[src/rtl/cpuConfig.sv]
// Shared picoMIPS configuration: datapath width and multiplier FSM states.
package cpuConfig;
  localparam int N = 8;

  typedef enum logic [1:0] {
    IDLE = 2'd0,
    RUN  = 2'd1,
    DONE = 2'd2
  } mulState_t;
endpackage

[src/rtl/seq_fxmul.sv]
// Sequential signed Q1.(N-1) x integer multiplier: one bit of b per clock,
// LSB first, with the sign bit of b subtracted on the last step.
module seq_fxmul
  import cpuConfig::*;
#(
  parameter int N = cpuConfig::N
) (
  input  logic         clk,
  input  logic         nReset,
  input  logic         start,
  input  logic [N-1:0] a,
  input  logic [N-1:0] b,
  output logic         busy,
  output logic         done,
  output logic [N-1:0] result,
  output mulState_t    state
);

  // Handshake: start is sampled only in IDLE; done pulses for exactly one cycle
  // and result stays valid from that cycle until the next accepted start.
  localparam int CW = (N > 1) ? $clog2(N) : 1;

  mulState_t      state_next;
  logic [N-1:0]   a_q;
  logic [N-1:0]   b_q;
  logic [2*N-1:0] acc;
  logic [2*N-1:0] acc_next;
  logic [2*N-1:0] term;
  logic [CW-1:0]  cnt;
  logic           last;

  assign last = (cnt == CW'(N - 1));

  // Two's complement weight of b[N-1] is negative, so the final step subtracts.
  always_comb begin
    term     = '0;
    acc_next = acc;
    if (b_q[cnt]) term = {{N{a_q[N-1]}}, a_q} << cnt;
    acc_next = last ? (acc - term) : (acc + term);
  end

  always_comb begin
    state_next = state;
    case (state)
      IDLE:    if (start) state_next = RUN;
      RUN:     if (last) state_next = DONE;
      DONE:    state_next = IDLE;
      default: state_next = IDLE;
    endcase
  end

  always_ff @(posedge clk or negedge nReset) begin
    if (!nReset) begin
      state  <= IDLE;
      a_q    <= '0;
      b_q    <= '0;
      acc    <= '0;
      cnt    <= '0;
      busy   <= 1'b0;
      done   <= 1'b0;
      result <= '0;
    end else begin
      state <= state_next;
      busy  <= (state_next == RUN);
      done  <= (state_next == DONE);
      case (state)
        IDLE: begin
          if (start) begin
            a_q <= a;
            b_q <= b;
            acc <= '0;
            cnt <= '0;
          end
        end
        RUN: begin
          acc <= acc_next;
          cnt <= cnt + CW'(1);
          // Drop N-1 fraction bits (floor) and keep the low N bits (wrap).
          if (last) result <= acc_next[2*N-2 -: N];
        end
        default: ;
      endcase
    end
  end

endmodule

[config.mk]
export PLATFORM = sky130hd
export DESIGN_NAME = seq_fxmul
export DESIGN_NICKNAME = d
export VERILOG_FILES = /design/src/rtl/cpuConfig.sv /design/src/rtl/seq_fxmul.sv
export SDC_FILE = /design/constraint.sdc
export NUM_CORES = 1
export LEC_CHECK = 0
export CAP_MARGIN = 10
export CORE_ASPECT_RATIO = 0.8
export CORE_MARGIN = 10
export CORE_UTILIZATION = 55
export DETAILED_ROUTE_END_ITERATION = 12
export PLACE_DENSITY = 0.89
export SKIP_CTS_REPAIR_TIMING = 1
export SYNTH_ARGS = -nofsm -noshare
export SYNTH_HDL_FRONTEND = slang
export SYNTH_SLANG_ARGS = --single-unit
[constraint.sdc]
create_clock -name clk -period 13.4 [get_ports clk]
set_clock_uncertainty 0.2 [all_clocks]
set_input_delay 2.68 -clock clk [delete_from_list [all_inputs] [get_ports clk]]
set_output_delay 2.68 -clock clk [all_outputs]
set_load 0.01 [all_outputs]
Word level (Yosys, flattened, before mapping). Index checks and enable logic that the tools add are counted.

Output and inout port bits: 12. Bits in registers: 47. Word-level logic and storage cells: 34. Input port bits: 19.

Reduce and logical (&&, ||, !) cells: 5. Multiplexer cells: 11. Shifts and indexed selects: 1. Magnitude comparators: 1. Add/sub/neg operators: 3. Eq/ne operators: 5.

Operators by type and width (count): 2-to-1 mux 16 bit (3); case mux 16 bit (2 select lines) (1); adder 16 bit (1); left shift 16 x 3 -> 16 bit (1); subtractor 16 bit (1); case mux 3 bit (2 select lines) (1); AND reduction 2 bit (3); == test 2 x 1 -> 1 bit, second input constant (2); less-than comparator 3 x 4 -> 1 bit, second input constant (1); 2-to-1 mux 2 bit (2); case mux 2 bit (2 select lines) (1); adder 3 x 1 -> 3 bit, second input constant (1); binary-select mux 1 bit (select 3 bit) (1); == test 3 bit, second input constant (1); 2-to-1 mux 3 bit (1); == test 2 bit, second input constant (1); logical NOT 2 bit (1); inequality test 2 bit, second input constant (1); nonzero test 2 bit (1); 2-to-1 mux 1 bit (1).

Longest topological paths before layout. Gate-level depths: netlist (run 1).

Depth in word-level cells: 6. Depth in mapped cells: 19. Depth with buffers taken out: 17.

Worst setup path after synthesis (run 1). OpenSTA, ideal clock, no wires.

Kind: input port to flip-flop. From: input port start. To: register a_q[0]. Path buffers: 1. Setup slack: 9.055 ns. Setup time: 0.125 ns. Required time: 13.075 ns. Data arrival time: 4.020 ns. Stages: 3. Path through: nor3b_1 clkbuf_1 mux2_2.

Longest elaborated chain between the ends: 1.

Ends and longest elaborated chain: start: declaration (line seq_fxmul.sv:10) `input logic start,`; AND reduction 2 bit (no source line); end signal: assignment (line seq_fxmul.sv:55) `a_q <= '0;`; end signal: assignment (line seq_fxmul.sv:69) `a_q <= a;`; end: declaration (line seq_fxmul.sv:24) `logic [N-1:0] a_q;`.

No other way between the ends. A chain may end at the register's enable or synchronous reset.

Worst setup path after layout (run 1).
From: register cnt[0]. To: register acc[14].

Longest elaborated chain between the ends: 6. Elaborated cells on any way between the ends: 9. Classes of those cells: 2 x add/sub; 1 x eq/ne; 1 x shift; 5 x mux.

Ends and longest elaborated chain: start: declaration (line seq_fxmul.sv:29) `logic [CW-1:0] cnt;`; start signal: assignment (line seq_fxmul.sv:77) `cnt <= cnt + CW'(1);`; binary-select mux 1 bit (select 3 bit) (line seq_fxmul.sv:38) `if (b_q[cnt]) term = {{N{a_q[N-1]}}, a_q} << cnt;`; 2-to-1 mux 1 bit (implied by the code) (line seq_fxmul.sv:38); 2-to-1 mux 16 bit (line seq_fxmul.sv:38); adder 16 bit or subtractor 16 bit (tied branches) (line seq_fxmul.sv:39) `acc_next = last ? (acc - term) : (acc + term);`; 2-to-1 mux 16 bit (*) (line seq_fxmul.sv:39); case mux 16 bit (2 select lines) (*) (line seq_fxmul.sv:66) `case (state)`; end signal: assignment (line seq_fxmul.sv:76) `acc <= acc_next;`; end: declaration (line seq_fxmul.sv:26) `logic [2*N-1:0] acc;`.

Every way passes the cells marked *; elsewhere a longest branch is shown, timed or not. The select of a mux whose other input is x is not followed.

==> results of run 1 <==
==> placed cells by master, fill, tap and decap left out, types with 3 or more instances in the layout <==
master,netlist,layout
nor3_1,8,8
xnor2_1,8,8
a22o_1,10,10
nand2_1,27,27
o21a_1,4,4
o211ai_1,5,5
clkdlybuf4s50_1,0,29
ha_1,17,17
nand3_1,5,5
a21o_1,5,5
mux2i_1,9,9
o21ai_0,13,13
nand2b_1,10,10
nand3b_1,3,3
a222oi_1,3,3
xor2_1,14,14
nor2b_1,6,6
a211o_1,3,3
and3_1,3,3
clkbuf_8,0,6
inv_1,10,10
mux2_2,28,28
a31oi_1,6,6
dfrtp_1,46,46
a21oi_1,20,20
nor2_1,21,21
==> how the worst max path moves through the flow <==
stage | start | end | slack [ns] | depth (start not counted)
finish | cnt[0] | acc[14] | 8.13 | 17
global route | cnt[0] | acc[14] | 7.68 | 17
CTS | cnt[0] | acc[14] | 7.94 | 15
detailed placement | cnt[0] | acc[14] | 8.01 | 14
global placement | cnt[0] | acc[14] | 8.27 | 14
floorplan | start | a_q[0] | 9.06 | 3
==> state kept, by name, summed over array words and instances (netlist names) <==
signal / cells
b_q: 8
state: 2
result: 8
acc: 15
done: 1
busy: 1
cnt: 3
a_q: 8
==> tightest hold or removal path: cells and delay by family, from the launching register on <==
family,cells,cell delay (ns)
DFF,1,0.35
and+or+nand+nor,2,0.10
==> stage by stage <==
| stage | setup WS, ns | std cells | instance area (µm²) | hold slack, ns |
|---|---|---|---|---|
| after floorplan | 9.055 | 333 | 3207 | 0.2498 |
| after global placement | 8.268 | 426 | 3541 | 0.2593 |
| after detailed placement | 8.010 | 426 | 3541 | 0.2615 |
| after CTS | 7.941 | 433 | 3654 | 0.2837 |
| after global routing | 7.679 | 434 | 3666 | 0.3154 |
| final | 8.134 | 434 | 3666 | 0.2799 |
==> cells by family after synthesis <==
group | Yosys count | synth area share (%)
buffers and inverters | 27 | 3.629
and+or+nand+nor | 94 | 14.59
DFF | 46 | 35.90
muxes | 37 | 12.64
adders and majority gates | 18 | 7.257
xor gates and xnor gates | 23 | 6.711
AOI/OAI and AO/OA | 88 | 19.28
==> cell type report <==
class,count,area [µm²]
tap,78,97.59
inverter,11,41.29
sequential,46,1151
clock inverter,1,30.03
timing repair buffer,32,315.3
clock buffer,6,82.58
fill,460,1889
multi-input combinational,260,1948
==> layer usage <==
metal / up-vias / share of wire (%)
li1: 1259 / -
met1: 1296 / 48
met2: 73 / 46
met3: 11 / 5.6
met4: 0 / 0.80
met5: - / 0
==> flow_summary_export.csv, run 1 <==
group,metric,value,unit
outcome,status,"complete, no violations",
setup_path,path_class,"flop to flop",
global_route,use_met3,4.430,%
synth,synth_fp_nets,370,
clock_tree,cts.path.max_buffers,2,
min_path,min_path_cells,2,
floorplanning,start_util,57.73,%
clock_tree,clk_pin_slew_worst_paths,0.09,ns
setup_path,worstPathCellList,"mux2i_1, nor2_1, nand3_1, ha_1, nand2_1, nor3_1, nor2b_1, a21oi_1, xor2_1, ha_1, and3_1, a21oi_1, a31oi_1, a21o_1, a21o_1, xnor3_1, o21ai_1",
sta,rsz0062_at_grt,"no",
routing,vias,2639,
synth,synth-warning-count,0,
sta,fin_crit_sh,39.30,%
clock_tree,clock-root-buffer,"clkbuf_8",
clock_tree,cts_tree,"yes",
synth,synth_cell_types,55,
final_layout,layout-drive-gt1-share,12.64,%
final_layout,final_util,65.99,%
sta,setup-tns-final,0,ns
clock_tree,cts-buffers-inserted,5,
floorplanning,core.rowCount,24,
synth,synth_top_cell_area_share,35.90,%
global_route,grt_use_met1,22.23,%
routing,ant_nets,0,
setup_path,cp_data_arrival_time,5.29,ns
floorplanning,fp.dieArea,9304,µm²
sta,hold_violations,0,
synth,synth-seq-cells,46,
sta,finalSetupViolations,0,
setup_path,crit_buf_inv,0,
synth,ys_async_sr_fraction,100.0,%
routing,drc,0,
global_route,grt_usage,16.96,%
setup_path,cp_slowest_cell,"dfrtp_1",
routing,avgViaCountPerCell,6.081,
routing,first_pass_iters,4,
clock_tree,clock_sinks,46,
place,dp_hpwl,5.579,mm
setup_path,end_kind,"flop",
setup_path,worstRegToRegCells,17,
synth,synth_ff_type,"dfrtp_1",
synth,synth_cells,333,
global_route,met2_usage,27.47,%
setup_path,crit_required,13.43,ns
global_route,grt_pass1_wl,13.18,mm
final_layout,nNetsFinal,393,
place,place.gp.congestion,0.9674,
sta,fin_crit,5.266,ns
global_route,grt_pass1_vias,2693,
setup_path,cp_top_family,"simple AND/OR/NAND/NOR gates",
place,io_buffers,30,
final_layout,syn2layout_area_growth,14.32,%
routing,wl,7.652,mm
routing,wire_per_inst,17.63,µm
global_route,busiest_layer,"met2",
floorplanning,core_area,5555,µm²
setup_path,critPathMaxFanout,28,
floorplanning,die_w,105.4,µm
clock_tree,clk_latency,0.30,ns
synth,synth_top_cell_by_area,"dfrtp_1",
synth,yosysSeqAreaShare,35.90,%
min_path,min_from,"result[5]",
sta,fmax,189.9,MHz
global_route,grt_max_degree,47,
flow_run,max_cap_viol_count,0,
setup_path,reg2reg_to,"acc[14]",
sta,tightestPinTransition,1.198,ns
synth,synth_common_cells,"46 x dfrtp_1, 28 x mux2_2, 27 x nand2_1",
synth,synth_edf_count,0,
min_path,hp-class,"flop to flop",
global_route,antenna_found_initial,0,
setup_path,startpoint_type,"flop",
sta,slew_headroom,19.79,%
synth,avgSynthCellArea,9.630,µm²
min_path,hold_path_end,"result[5]",
routing,drt_iter0_drc,197,
final_layout,antenna-diode-count,0,
floorplanning,die_y,88.30,µm
global_route,grt_overflow,0,
synth,netlist_area,3207,µm²
synth,synth.most_common_cell,"dfrtp_1",
setup_path,rrSetupSlack,8.13,ns
setup_path,rr_startpoint,"cnt[0]",
sta,report.final.slew_viol_count,0,
floorplanning,io_pins,31,
setup_path,cpPeakStageDelay,1.01,ns
clock_tree,htreeDepth,2,
synth,synthTopCellsByArea,"dfrtp_1 36%, mux2_2 9.8%, ha_1 6.6%",
Power of run 1 is left out: the tool's default activity adds up to more than one toggle a clock period on the data nets, which glitch-free logic cannot reach.
==> run 2: changes to the inputs <==
==> constraint.sdc (replaced) <==
create_clock -name clk -period 4.9 [get_ports clk]
set_clock_uncertainty 0.2 [all_clocks]
set_input_delay 0.98 -clock clk [delete_from_list [all_inputs] [get_ports clk]]
set_output_delay 0.98 -clock clk [all_outputs]
set_load 0.01 [all_outputs]
==> flow_summary_export.csv, run 2 (synthesized netlist as in run 1, its figures left out) <==
group,metric,value,unit
setup_path,worstRegToRegCells,15,
final_layout,largest_reg_flops,15,
global_route,grt_pass1_vias,2713,
setup_path,cpMostUsedCell,"a21o_1",
final_layout,antenna-diode-count,0,
clock_tree,clk_pin_slew_worst_paths,0.08,ns
sta,setup-tns-final,0,ns
setup_path,end_kind,"flop",
setup_path,cp.depth,15,
sta,hold_violations,0,
place,place.gp.congestion,0.9919,
clock_tree,clock_sinks,46,
global_route,grt_max_degree,47,
routing,drt_iter0_drc,282,
floorplanning,core.rowCount,24,
final_layout,layout-drive-gt1-share,14.88,%
global_route,grt_overflow,0,
min_path,hp-class,"flop to flop",
routing,wire_per_inst,17.16,µm
setup_path,crit_required,4.92,ns
routing,ant_nets,0,
final_layout,final_cell_mix,"45 x dfrtp_1, 29 x clkdlybuf4s50_1, 28 x mux2_2",
clock_tree,clock-root-buffer,"clkbuf_8",
global_route,busiest_layer,"met2",
place,io_buffers,30,
clock_tree,cts.path.max_buffers,2,
setup_path,cp_data_arrival_time,4.49,ns
flow_run,max_cap_viol_count,0,
final_layout,final_common_cell,"dfrtp_1",
final_layout,syn2layout_area_growth,15.02,%
setup_path,cp_slowest_cell,"dfrtp_1",
floorplanning,io_pins,31,
global_route,met2_usage,27.02,%
floorplanning,fp.dieArea,9304,µm²
floorplanning,die_y,88.30,µm
outcome,status,"complete, no violations",
place,dp_cells,433,
floorplanning,start_util,57.73,%
global_route,use_met3,4.793,%
clock_tree,cts_tree,"yes",
floorplanning,die_w,105.4,µm
global_route,grt_usage,16.88,%
clock_tree,htreeDepth,2,
routing,drc,0,
sta,fmax,224.0,MHz
sta,finalSetupViolations,0,
final_layout,nNetsFinal,399,
clock_tree,cts-buffers-inserted,5,
setup_path,critPathMaxFanout,11,
routing,avgViaCountPerCell,6.204,
final_layout,num-fill-cells,446,
setup_path,path_class,"flop to flop",
floorplanning,core_area,5555,µm²
global_route,antenna_found_initial,0,
sta,slew_headroom,20.34,%
setup_path,cpPeakStageDelay,0.50,ns
final_layout,max_flop_register,"acc",
routing,first_pass_iters,6,
final_layout,stdcell_area,3689,µm²
place,dp_hpwl,5.577,mm
routing,wl,7.567,mm
final_layout,final_util,66.40,%
sta,report.final.slew_viol_count,0,
routing,vias,2736,
setup_path,cp_top_family,"compound AO/OA/AOI/OAI gates",
sta,fin_crit,4.464,ns
global_route,grt_use_met1,21.91,%
global_route,grt_pass1_wl,13.02,mm
sta,fin_crit_sh,91.09,%
sta,rsz0062_at_grt,"no",
final_layout,fin_cells,441,
place,place_area,3593,µm²
sta,tightestPinTransition,1.190,ns
setup_path,startpoint_type,"flop",
setup_path,worstPathCellList,"or2_1, nor2_2, nand3_1, ha_1, nor2b_1, a31o_2, fa_1, nand2b_1, a21oi_1, o211ai_1, a31oi_1, a21o_1, a21o_1, xnor3_1, o21ai_1",
setup_path,crit_buf_inv,0,
clock_tree,clk_latency,0.30,ns
min_path,min_path_cells,2,
-- run 2: area by class of cell --
type / count / area [µm²] / area share (%)
clock inverters: 1 / 5.005 / 0.1357
inverters: 11 / 41.29 / 1.119
flip-flops and latches: 46 / 1152 / 31.24
well taps: 78 / 97.59 / 2.646
multi-input cells: 260 / 1951 / 52.88
clock buffers: 7 / 86.33 / 2.341
repair buffers: 38 / 355.3 / 9.634
-- run 2: stage by stage --
step           hold slack, ns  setup slack [ns]
2_1_floorplan          0.2498            0.6290
3_3_place_gp           0.2599            0.6100
3_5_place_dp           0.2627            0.4376
4_1_cts                0.2835            0.3564
5_1_grt                0.3328           0.09679
6_report               0.2829            0.4365
-- run 2: per-layer routing --
layer	part of all wire, %	wire length [µm]
met2	45	3422
met5	0	0
met3	8.2	617
met1	45	3402
met4	1.7	125
-- run 2: final timing paths --
check                           from   endpoint  slack (ns)
max                           cnt[2]    acc[14]        0.44
min                        result[7]  result[7]        0.28
max reg2reg                   cnt[2]    acc[14]        0.44
min reg2reg                result[7]  result[7]        0.28
max in group asynchronous     nReset     cnt[0]        3.18
min in group asynchronous     nReset     b_q[2]        0.65
-- run 2: tightest hold or removal path: stages (launching register included) --
cell and delay (ns):
dfrtp_1 0.35, nand2_1 0.05, o21ai_0 0.06
Power of run 2 is left out for the same reason.
==> run 3: changes to the inputs <==
--- a/config.mk
+++ b/config.mk
@@ -5,12 +5,15 @@
 export SDC_FILE = /design/constraint.sdc
 export NUM_CORES = 1
 export LEC_CHECK = 0
+export ABC_AREA = 1
 export CAP_MARGIN = 10
+export CELL_PAD_IN_SITES_DETAIL_PLACEMENT = 1
+export CELL_PAD_IN_SITES_GLOBAL_PLACEMENT = 1
 export CORE_ASPECT_RATIO = 0.8
 export CORE_MARGIN = 10
-export CORE_UTILIZATION = 55
+export CORE_UTILIZATION = 42
 export DETAILED_ROUTE_END_ITERATION = 12
-export PLACE_DENSITY = 0.89
+export PLACE_DENSITY = 0.93
 export SKIP_CTS_REPAIR_TIMING = 1
 export SYNTH_ARGS = -nofsm -noshare
 export SYNTH_HDL_FRONTEND = slang
==> flow_summary_export.csv, run 3 <==
group,metric,value,unit
global_route,grt_pass1_vias,3225,
final_layout,layout-drive-gt1-share,6.947,%
synth,synth-warning-count,0,
synth,synth_top_family_by_area,"simple AND/OR/NAND/NOR gates",
routing,wire_per_inst,14.94,µm
outcome,status,"complete, no violations",
routing,vias,3008,
final_layout,max_flop_register,"acc",
synth,synthTopCellsByArea,"dfrtp_1 36%, nand2_1 19%, ha_1 6.7%",
routing,ant_nets,0,
floorplanning,start_util,43.08,%
global_route,grt_pass1_wl,15.26,mm
setup_path,worstRegToRegCells,20,
global_route,grt_usage,15.59,%
setup_path,crit_required,4.90,ns
sta,tightestPinTransition,1.049,ns
clock_tree,cts-buffers-inserted,5,
final_layout,num-fill-cells,964,
flow_run,max_cap_viol_count,0,
routing,wl,8.665,mm
routing,drt_iter0_drc,122,
sta,hold_violations,0,
setup_path,end_kind,"flop",
min_path,min_from,"b_q[5]",
synth,synth_fp_nets,484,
final_layout,syn2layout_area_growth,14.70,%
setup_path,rrSetupSlack,0.61,ns
place,place.gp.congestion,0.8837,
routing,avgViaCountPerCell,5.186,
synth,synthAdderAreaFrac,7.308,%
clock_tree,cts.path.max_buffers,2,
floorplanning,die_y,97.88,µm
sta,report.final.slew_viol_count,0,
setup_path,cp.depth,20,
synth,synth_top_cell_by_area,"dfrtp_1",
clock_tree,clock-root-buffer,"clkbuf_8",
synth,synth_compound_area_share,9.509,%
global_route,antenna_found_initial,0,
sta,setup-tns-final,0,ns
clock_tree,htreeDepth,2,
final_layout,nNetsFinal,511,
synth,synth_simple_gate_area_share,33.32,%
final_layout,antenna-diode-count,0,
synth,avgSynthCellArea,7.124,µm²
sta,rsz0062_at_grt,"no",
synth,synth_cell_types,37,
place,dp_hpwl,6.633,mm
setup_path,cp-startpoint,"cnt[0]",
setup_path,path_class,"flop to flop",
floorplanning,core_area,7392,µm²
setup_path,cpPeakStageDelay,0.67,ns
synth,synth_common_cells,"162 x nand2_1, 46 x dfrtp_1, 44 x inv_1",
final_layout,largest_reg_flops,15,
clock_tree,clk_pin_slew_worst_paths,0.09,ns
sta,fmax,233.2,MHz
floorplanning,die_w,117.4,µm
synth,synthMuxAreaShare,0,%
global_route,grt_max_degree,47,
synth,synth.most_common_cell,"nand2_1",
routing,drc,0,
synth,synth_edf_count,0,
floorplanning,core.rowCount,28,
setup_path,crit_buf_inv,3,
global_route,grt_overflow,0,
final_layout,final_common_cell,"nand2_1",
floorplanning,io_pins,31,
clock_tree,clock_sinks,46,
setup_path,cp_top_family,"simple AND/OR/NAND/NOR gates",
clock_tree,cts_tree,"yes",
setup_path,cp_data_arrival_time,4.28,ns
synth,synth_cells,447,
synth,netlist_area,3184,µm²
setup_path,worstPathCellList,"inv_2, nand2_1, nand3_1, nand2_2, nand3_1, ha_1, nand3_1, nand2_1, xor2_1, inv_1, ha_1, nand2_1, inv_1, a21oi_1, o21ai_0, a21oi_1, o21ai_0, or2_2, nand3_1, nand2_1",
sta,fin_crit_sh,87.50,%
setup_path,startpoint_type,"flop",
synth,synth_top_cell_area_share,36.15,%
sta,finalSetupViolations,0,
sta,fin_crit,4.288,ns
synth,synthXorXnorAreaFrac,5.776,%
final_layout,final_cell_mix,"162 x nand2_1, 46 x dfrtp_1, 44 x inv_1",
min_path,hp-class,"flop to flop",
synth,synth-seq-cells,46,
synth,synth_ff_type,"dfrtp_1",
sta,slew_headroom,30.08,%
routing,first_pass_iters,4,
floorplanning,fp.dieArea,11490,µm²
synth,yosysSeqAreaShare,36.15,%
place,io_buffers,30,
clock_tree,clk_latency,0.30,ns
setup_path,cp_slowest_cell,"dfrtp_1",
setup_path,reg2reg_to,"acc[12]",
synth,ys_async_sr_fraction,100.0,%
setup_path,cp-endpoint,"acc[12]",
setup_path,rr_startpoint,"cnt[0]",
setup_path,critPathMaxFanout,15,
==> run 3: changes by cell type after synthesis, moves of 8 or more <==
cell      before  now
nand2_1       27  162
nand3_1        5   42
inv_1         10   44
mux2_2        28    0
o21ai_0       13   28
nand2b_1      10    0
mux2i_1        9    0
a22o_1        10    2
nand2_2        0    8
==> run 3: kinds of logic (layout without fill, tap and decap cells) <==
kind of cell | after synthesis | count (layout)
AO/OA/AOI/OAI | 55 | 55
XOR/XNOR | 21 | 21
adder cells (fa/ha/maj) | 18 | 18
buffers and inverters | 62 | 90
flip-flops | 46 | 46
AND/OR/NAND/NOR | 245 | 245
==> run 3: cell type report <==
class	instances	area, µm²	area share (%)
clock buffer	7	86.33	2.364
timing repair buffer	32	310.3	8.496
multi-input combinational	339	1780	48.75
inverter	50	187.7	5.139
clock inverter	1	5.005	0.1370
sequential	46	1151	31.52
tap	105	131.4	3.597
==> run 3: worst min path at each step <==
| stage | end | slack (ns) | cells past startpoint |
|---|---|---|---|
| after floorplan | b_q[5] | 0.24 | 2 |
| after global placement | result[6] | 0.26 | 2 |
| after detailed placement | b_q[7] | 0.27 | 2 |
| after CTS | b_q[5] | 0.29 | 2 |
| after global routing | b_q[7] | 0.32 | 2 |
| final | b_q[5] | 0.28 | 2 |
==> run 3: per-layer routing <==
| layer | global-route usage, % | vias to the layer above | routed length (µm) |
|---|---|---|---|
| met3 | 2.589 | 9 | 268 |
| met5 | 0 | - | 0 |
| met2 | 26.47 | 56 | 4108 |
| met4 | 5.187 | 0 | 127 |
| li1 | - | 1482 | - |
| met1 | 19.67 | 1461 | 4161 |
==> run 3: tightest hold or removal path, cell delays in order (launching register included) <==
cell and delay, ns:
dfrtp_1 0.35, nand2_1 0.06, nand2_1 0.05
==> run 3: through the flow <==
stage	cell area, µm²	util (%)	hold slack (ns)	cells	setup slack (ns)
after CTS	3652	49.41	0.2885	580	0.6421
after floorplan	3184	-	0.2422	447	1.467
after detailed placement	3561	48.17	0.2678	572	0.6733
final	3652	49.41	0.2834	580	0.6123
after global routing	3652	49.41	0.3152	580	0.2663
after global placement	3561	48.17	0.2646	572	0.9068
Power of run 3 is left out for the same reason.
